<file path="src/rtl/midi_merge_pkg.sv">
// midi_merge_pkg: arbiter states, MIDI byte constants and message classification helpers
package midi_merge_pkg;
    typedef enum logic [1:0] {IDLE, STATUS_INS, PASS, SYSEX} state_t;
    localparam logic [7:0] SYSEX_START = 8'hF0;
    localparam logic [7:0] SYSEX_END = 8'hF7;
    localparam logic [7:0] ACTIVE_SENSE = 8'hFE;
    function automatic logic is_realtime(input logic [7:0] b);
        return b >= 8'hF8;
    endfunction
    // 0 marks SysEx (variable length) or a non-status byte
    function automatic logic [1:0] msg_len(input logic [7:0] s);
        return (s[7:4] == 4'hC || s[7:4] == 4'hD || s == 8'hF1 || s == 8'hF3) ? 2'd2 :
               ((s[7] && s[7:4] != 4'hF) || s == 8'hF2) ? 2'd3 :
               (s == SYSEX_START || !s[7]) ? 2'd0 : 2'd1;
    endfunction
endpackage

</file>
<file path="src/rtl/midi_byte_fifo.sv">
// midi_byte_fifo: single-clock show-ahead byte FIFO; writes into a full FIFO are dropped unless a read frees a slot
module midi_byte_fifo #(
    parameter int DEPTH = 16
) (
    input  logic       clk,
    input  logic       rst,
    input  logic       wr,
    input  logic [7:0] wdata,
    output logic       full,
    input  logic       rd,
    output logic [7:0] rdata,
    output logic       empty,
    output logic       overflow
);
    localparam int AW = $clog2(DEPTH);
    logic [7:0] mem [DEPTH];
    logic [AW:0] wp, rp;
    logic do_wr, do_rd;
    assign empty = wp == rp;
    assign full = wp == {~rp[AW], rp[AW-1:0]};
    assign do_rd = rd && !empty;
    assign do_wr = wr && (!full || do_rd);
    assign overflow = wr && !do_wr;
    assign rdata = mem[rp[AW-1:0]];
    always_ff @(posedge clk)
        if (do_wr) mem[wp[AW-1:0]] <= wdata;
    always_ff @(posedge clk or posedge rst)
        if (rst) begin
            wp <= '0;
            rp <= '0;
        end else begin
            wp <= wp + (AW + 1)'(do_wr);
            rp <= rp + (AW + 1)'(do_rd);
        end
endmodule

</file>
<file path="src/rtl/midi_stream_merger.sv">
// midi_stream_merger: message-atomic round-robin MIDI merger with running-status expansion; MIDI_MERGE_ACTIVE_SENSE_FILTER_EN drops FE on input
module midi_stream_merger
    import midi_merge_pkg::*;
#(
    parameter int NUM_SRC = 3,
    parameter int FIFO_DEPTH = 16
) (
    input  logic                 fpga_clk,
    input  logic                 reset,
    input  logic [NUM_SRC-1:0]   src_valid,
    input  logic [8*NUM_SRC-1:0] src_data,
    output logic                 out_valid,
    output logic [7:0]           out_data,
    input  logic                 out_ready,
    output logic [NUM_SRC-1:0]   ovf_flag,
    input  logic                 ovf_clr,
    output logic                 busy
);
    localparam int SW = (NUM_SRC > 1) ? $clog2(NUM_SRC) : 1;
    logic [NUM_SRC-1:0] fifo_wr, fifo_rd, fifo_empty, fifo_ovf, rs_ok;
    logic [7:0] fifo_rdata [NUM_SRC];
    logic [7:0] rs [NUM_SRC];
    state_t state, nstate;
    logic [1:0] rem, nrem;
    logic [SW-1:0] rr, gnt, sel, idx, cur;
    logic any, pop, emit, grab, out_free;
    logic [7:0] head, obyte;

    for (genvar i = 0; i < NUM_SRC; i++) begin : g_src
`ifdef MIDI_MERGE_ACTIVE_SENSE_FILTER_EN
        assign fifo_wr[i] = src_valid[i] && src_data[8*i +: 8] != ACTIVE_SENSE;
`else
        assign fifo_wr[i] = src_valid[i];
`endif
        midi_byte_fifo #(.DEPTH(FIFO_DEPTH)) u_fifo (
            .clk(fpga_clk),
            .rst(reset),
            .wr(fifo_wr[i]),
            .wdata(src_data[8*i +: 8]),
            .full(),
            .rd(fifo_rd[i]),
            .rdata(fifo_rdata[i]),
            .empty(fifo_empty[i]),
            .overflow(fifo_ovf[i])
        );
    end

    // Scan downwards so the source closest to rr wins
    always_comb begin
        sel = rr;
        idx = '0;
        any = 1'b0;
        for (int k = NUM_SRC - 1; k >= 0; k--) begin
            idx = SW'((int'(rr) + k) % NUM_SRC);
            if (!fifo_empty[idx]) begin
                sel = idx;
                any = 1'b1;
            end
        end
    end

    assign cur = (state == IDLE) ? sel : gnt;
    assign head = fifo_rdata[cur];
    assign out_free = !out_valid || out_ready;
    assign fifo_rd = {NUM_SRC{pop}} & (NUM_SRC'(1) << cur);
    assign busy = state != IDLE;

    always_comb begin
        nstate = state;
        nrem = rem;
        pop = 1'b0;
        emit = 1'b0;
        grab = 1'b0;
        obyte = head;
        if (out_free)
            case (state)
                IDLE: if (any) begin
                    grab = 1'b1;
                    if (is_realtime(head)) begin
                        emit = 1'b1;
                        pop = 1'b1;
                    end else if (!head[7]) begin
                        pop = !rs_ok[cur];
                        nstate = rs_ok[cur] ? STATUS_INS : IDLE;
                    end else if (head == SYSEX_START) begin
                        emit = 1'b1;
                        pop = 1'b1;
                        nstate = SYSEX;
                    end else if (head == 8'hF4 || head == 8'hF5 || head == SYSEX_END) begin
                        pop = 1'b1;
                    end else begin
                        emit = 1'b1;
                        pop = 1'b1;
                        nrem = msg_len(head) - 2'd1;
                        nstate = (msg_len(head) == 2'd1) ? IDLE : PASS;
                    end
                end
                STATUS_INS: begin
                    emit = 1'b1;
                    obyte = rs[gnt];
                    nrem = msg_len(rs[gnt]) - 2'd1;
                    nstate = PASS;
                end
                PASS: if (!fifo_empty[gnt]) begin
                    emit = !head[7] || is_realtime(head);
                    pop = emit;
                    nrem = head[7] ? rem : rem - 2'd1;
                    nstate = (!emit || (!head[7] && rem == 2'd1)) ? IDLE : PASS;
                end
                SYSEX: if (!fifo_empty[gnt]) begin
                    // A foreign status byte closes the dump with a synthetic F7 and is left for IDLE
                    emit = 1'b1;
                    pop = head == SYSEX_END || !head[7] || is_realtime(head);
                    obyte = pop ? head : SYSEX_END;
                    nstate = (pop && head != SYSEX_END) ? SYSEX : IDLE;
                end
                default: nstate = IDLE;
            endcase
    end

    always_ff @(posedge fpga_clk or posedge reset)
        if (reset) begin
            state <= IDLE;
            rem <= '0;
            rr <= '0;
            gnt <= '0;
            rs_ok <= '0;
            ovf_flag <= '0;
            out_valid <= 1'b0;
            out_data <= '0;
            for (int k = 0; k < NUM_SRC; k++) rs[k] <= '0;
        end else begin
            state <= nstate;
            rem <= nrem;
            ovf_flag <= (ovf_flag & ~{NUM_SRC{ovf_clr}}) | fifo_ovf;
            if (grab) begin
                gnt <= sel;
                rr <= (int'(sel) == NUM_SRC - 1) ? '0 : sel + 1'b1;
            end
            if (pop && head[7] && head[7:4] != 4'hF) begin
                rs[cur] <= head;
                rs_ok[cur] <= 1'b1;
            end else if (pop && head[7:3] == 5'b11110) begin
                rs_ok[cur] <= 1'b0;
            end
            if (out_free) begin
                out_valid <= emit;
                if (emit) out_data <= obyte;
            end
        end
endmodule

</file>
<file path="config.mk">
export PLATFORM = sky130hd
export DESIGN_NAME = midi_stream_merger
export DESIGN_NICKNAME = d
export VERILOG_FILES = /design/src/rtl/midi_merge_pkg.sv /design/src/rtl/midi_byte_fifo.sv /design/src/rtl/midi_stream_merger.sv
export SDC_FILE = /design/constraint.sdc
export NUM_CORES = 1
export LEC_CHECK = 0
export ABC_AREA = 1
export BUFFER_PORTS_ARGS = -buffer_cell sky130_fd_sc_hd__buf_2
export CAP_MARGIN = 20
export CELL_PAD_IN_SITES_DETAIL_PLACEMENT = 1
export CELL_PAD_IN_SITES_GLOBAL_PLACEMENT = 2
export CORE_MARGIN = 3
export CORE_UTILIZATION = 46
export CTS_BUF_LIST = sky130_fd_sc_hd__clkbuf_4
export CTS_CLUSTER_DIAMETER = 100
export DETAILED_ROUTE_END_ITERATION = 16
export GPL_ROUTABILITY_DRIVEN = 0
export PLACE_DENSITY = 0.95
export SLEW_MARGIN = 15
export SYNTH_ARGS = -nofsm -noshare
export SYNTH_HDL_FRONTEND = slang
export SYNTH_HIERARCHICAL = 1
export SYNTH_SLANG_ARGS = --single-unit
</file>
<file path="constraint.sdc">
create_clock -name fpga_clk -period 10.5 [get_ports fpga_clk]
set_input_delay 2.1 -clock fpga_clk [delete_from_list [all_inputs] [get_ports fpga_clk]]
set_output_delay 2.1 -clock fpga_clk [all_outputs]
set_load 0.01 [all_outputs]
</file>
==> impl_metrics.tcl <==
set metrics [dict create \
    peakVddDrop_mv 0.1383 \
    final_common_cell "nor2_1" \
    synthCells 2105 \
    die_height_um 220.4 \
    first_pass_iters 5 \
    maxSlewViolCount 0 \
    crit_path_end_kind "flip-flop" \
    min_path_cells 2 \
    holdPathEnd "rs[15]" \
    final_core_util 0.5137 \
    crit_path_start "g_src[0].u_fifo/rp[0]" \
    detail_route.wl_per_cell_um 19.96 \
    grt_max_degree 68 \
    min_period_over_period 0.6511 \
    drive_gt1_frac 0.1496 \
    post-cts-setup-buffers 0 \
    finClkSkew_ns 0.06183 \
    r2r_setup_slack_ns 3.66 \
    first_iter_violations 1169 \
    clkTransAtPathRegs_ns 0.07 \
    antenna_found_initial 1 \
    setup_viol_count_final 0 \
    fmax_mhz 146.3 \
    rsz0062_at_grt "no" \
    whs_ns 0.4502 \
    status "complete, no violations" \
    cts_max_level 3 \
    synth.yosys.warnings 6 \
    finalCriticalPeriod_ns 6.836 \
    nNetsFinal 2235 \
    die_w_um 220.4 \
    critPathArrivalTime_ns 7.30 \
    io_pins 44 \
    powerDensity_mw_per_mm2 317.8 \
    drv_cap 0 \
    cts_resized 0 \
    r2r_cells 29 \
    fp-row-count 77 \
    worst_r2r_endpoint "g_src[1].u_fifo/mem[0][0]" \
    hold_path.class "flip-flop to flip-flop" \
    grt_pass1_wl_mm 89.19 \
    core_sq_mm 0.04480 \
    start_util 0.4721 \
    routed_via_density 5.348 \
    r2r-start "g_src[0].u_fifo/rp[0]" \
    die_area_sq_mm 0.04858 \
    relSlewSlack 0.3298 \
    required_ns 10.97 \
    dp_hpwl_mm 38.17 \
    max_stage_delay_ns 0.79 \
    critPathKind "flip-flop to flip-flop" \
    crit_fanout 67 \
    synth.net_count 2157 \
    numCtsBuffers 115 \
    power_mw 7.312 \
    portBuffers 43 \
    drc 0 \
    cts_hold_repair.buffers 0 \
    syn_area_per_cell_sq_um 10.05 \
    critPathLaunchType "flip-flop" \
    cts_tree "done" \
    track_usage 0.2406 \
    power.leakage_nw 9.106 \
    root_buffer "clkbuf_4" \
    areaGrowthSynthToFinish_pct 8.816 \
    ant_nets 0 \
    tightest_slew_ns 1.005 \
    syn_area_sq_mm 0.02115 \
    tns_ns 0 \
    cpMostUsedCell "nand3_1" \
    via_count 15290 \
    cp_slowest_cell "a21oi_2" \
    cts_buffer_depth 3 \
    hp-start "rs[15]" \
    finalHoldViolCount 0 \
    grt_pass1_vias 16410 \
    grt_overflow_total 0 \
    final_cell_mix "466 x nor2_1, 410 x nand2_1, 384 x edfxtp_1" \
    clkSinkCount 461 \
    wirelength_mm 57.06 \
    clock_latency_ns 0.86 \
]
[power breakdown]
part	internal (mW)	switching, mW	total (mW)
Sequential	2.28	0.200	2.48
Combinational	0.925	2.50	3.43
Clock	0.698	0.708	1.41
[area by class of cell]
type	count	area, sq um
tap	592	740.7
clock inverter	48	231.5
fill	5059	21790
antenna	1	2.502
clock buffer	152	1141
inverter	134	503.0
sequential	461	13460
multi-input combinational	1421	6663
timing repair buffer	50	267.8
[sequential cells by signal (all words and copies together), names as in the netlist, named ones only]
signal and cells:
g_src.u_fifo/mem 384, g_src.u_fifo/rp 15, g_src.u_fifo/wp 15, gnt 2, out_data 8, out_valid 1
ovf_flag 3, rem 2, rr 2, rs 24, state 2
[worst max path at each step]
stage	to	cells after the start
floorplan	g_src[1].u_fifo/wp[4]	15
global placement	g_src[1].u_fifo/mem[0][1]	28
detailed placement	g_src[1].u_fifo/mem[0][7]	28
CTS	g_src[1].u_fifo/mem[9][0]	28
global route	g_src[1].u_fifo/mem[9][1]	29
finish	g_src[1].u_fifo/mem[0][0]	29
[metrics by stage]
| step | worst slack, ns | instance area (sq um) | std cells |
|---|---|---|---|
| after global placement | 3.831 | 21640 | 2658 |
| after CTS | 3.458 | 23010 | 2858 |
| after detailed placement | 3.524 | 21640 | 2658 |
| after floorplan | 6.400 | 21150 | 2105 |
| after global routing | 3.003 | 23010 | 2859 |
| final | 3.664 | 23010 | 2859 |
[metal layers]
| metal | up-vias | global-route usage | part of all wire |
|---|---|---|---|
| li1 | 7298 | - | - |
| met1 | 7546 | 0.3136 | 0.44 |
| met2 | 347 | 0.4092 | 0.49 |
| met3 | 99 | 0.04120 | 0.045 |
| met4 | 0 | 0.08349 | 0.025 |
| met5 | - | 0 | 0 |
[critical path, delay by kind of cell, from the launching register on]
family	cells	cell delay, ns
AOI/OAI and AO/OA	2	0.88
and+or+nand+nor	21	3.52
buffers and inverters	6	1.64
DFF	1	0.34
Note: power is estimated with default switching activity, not from simulation.
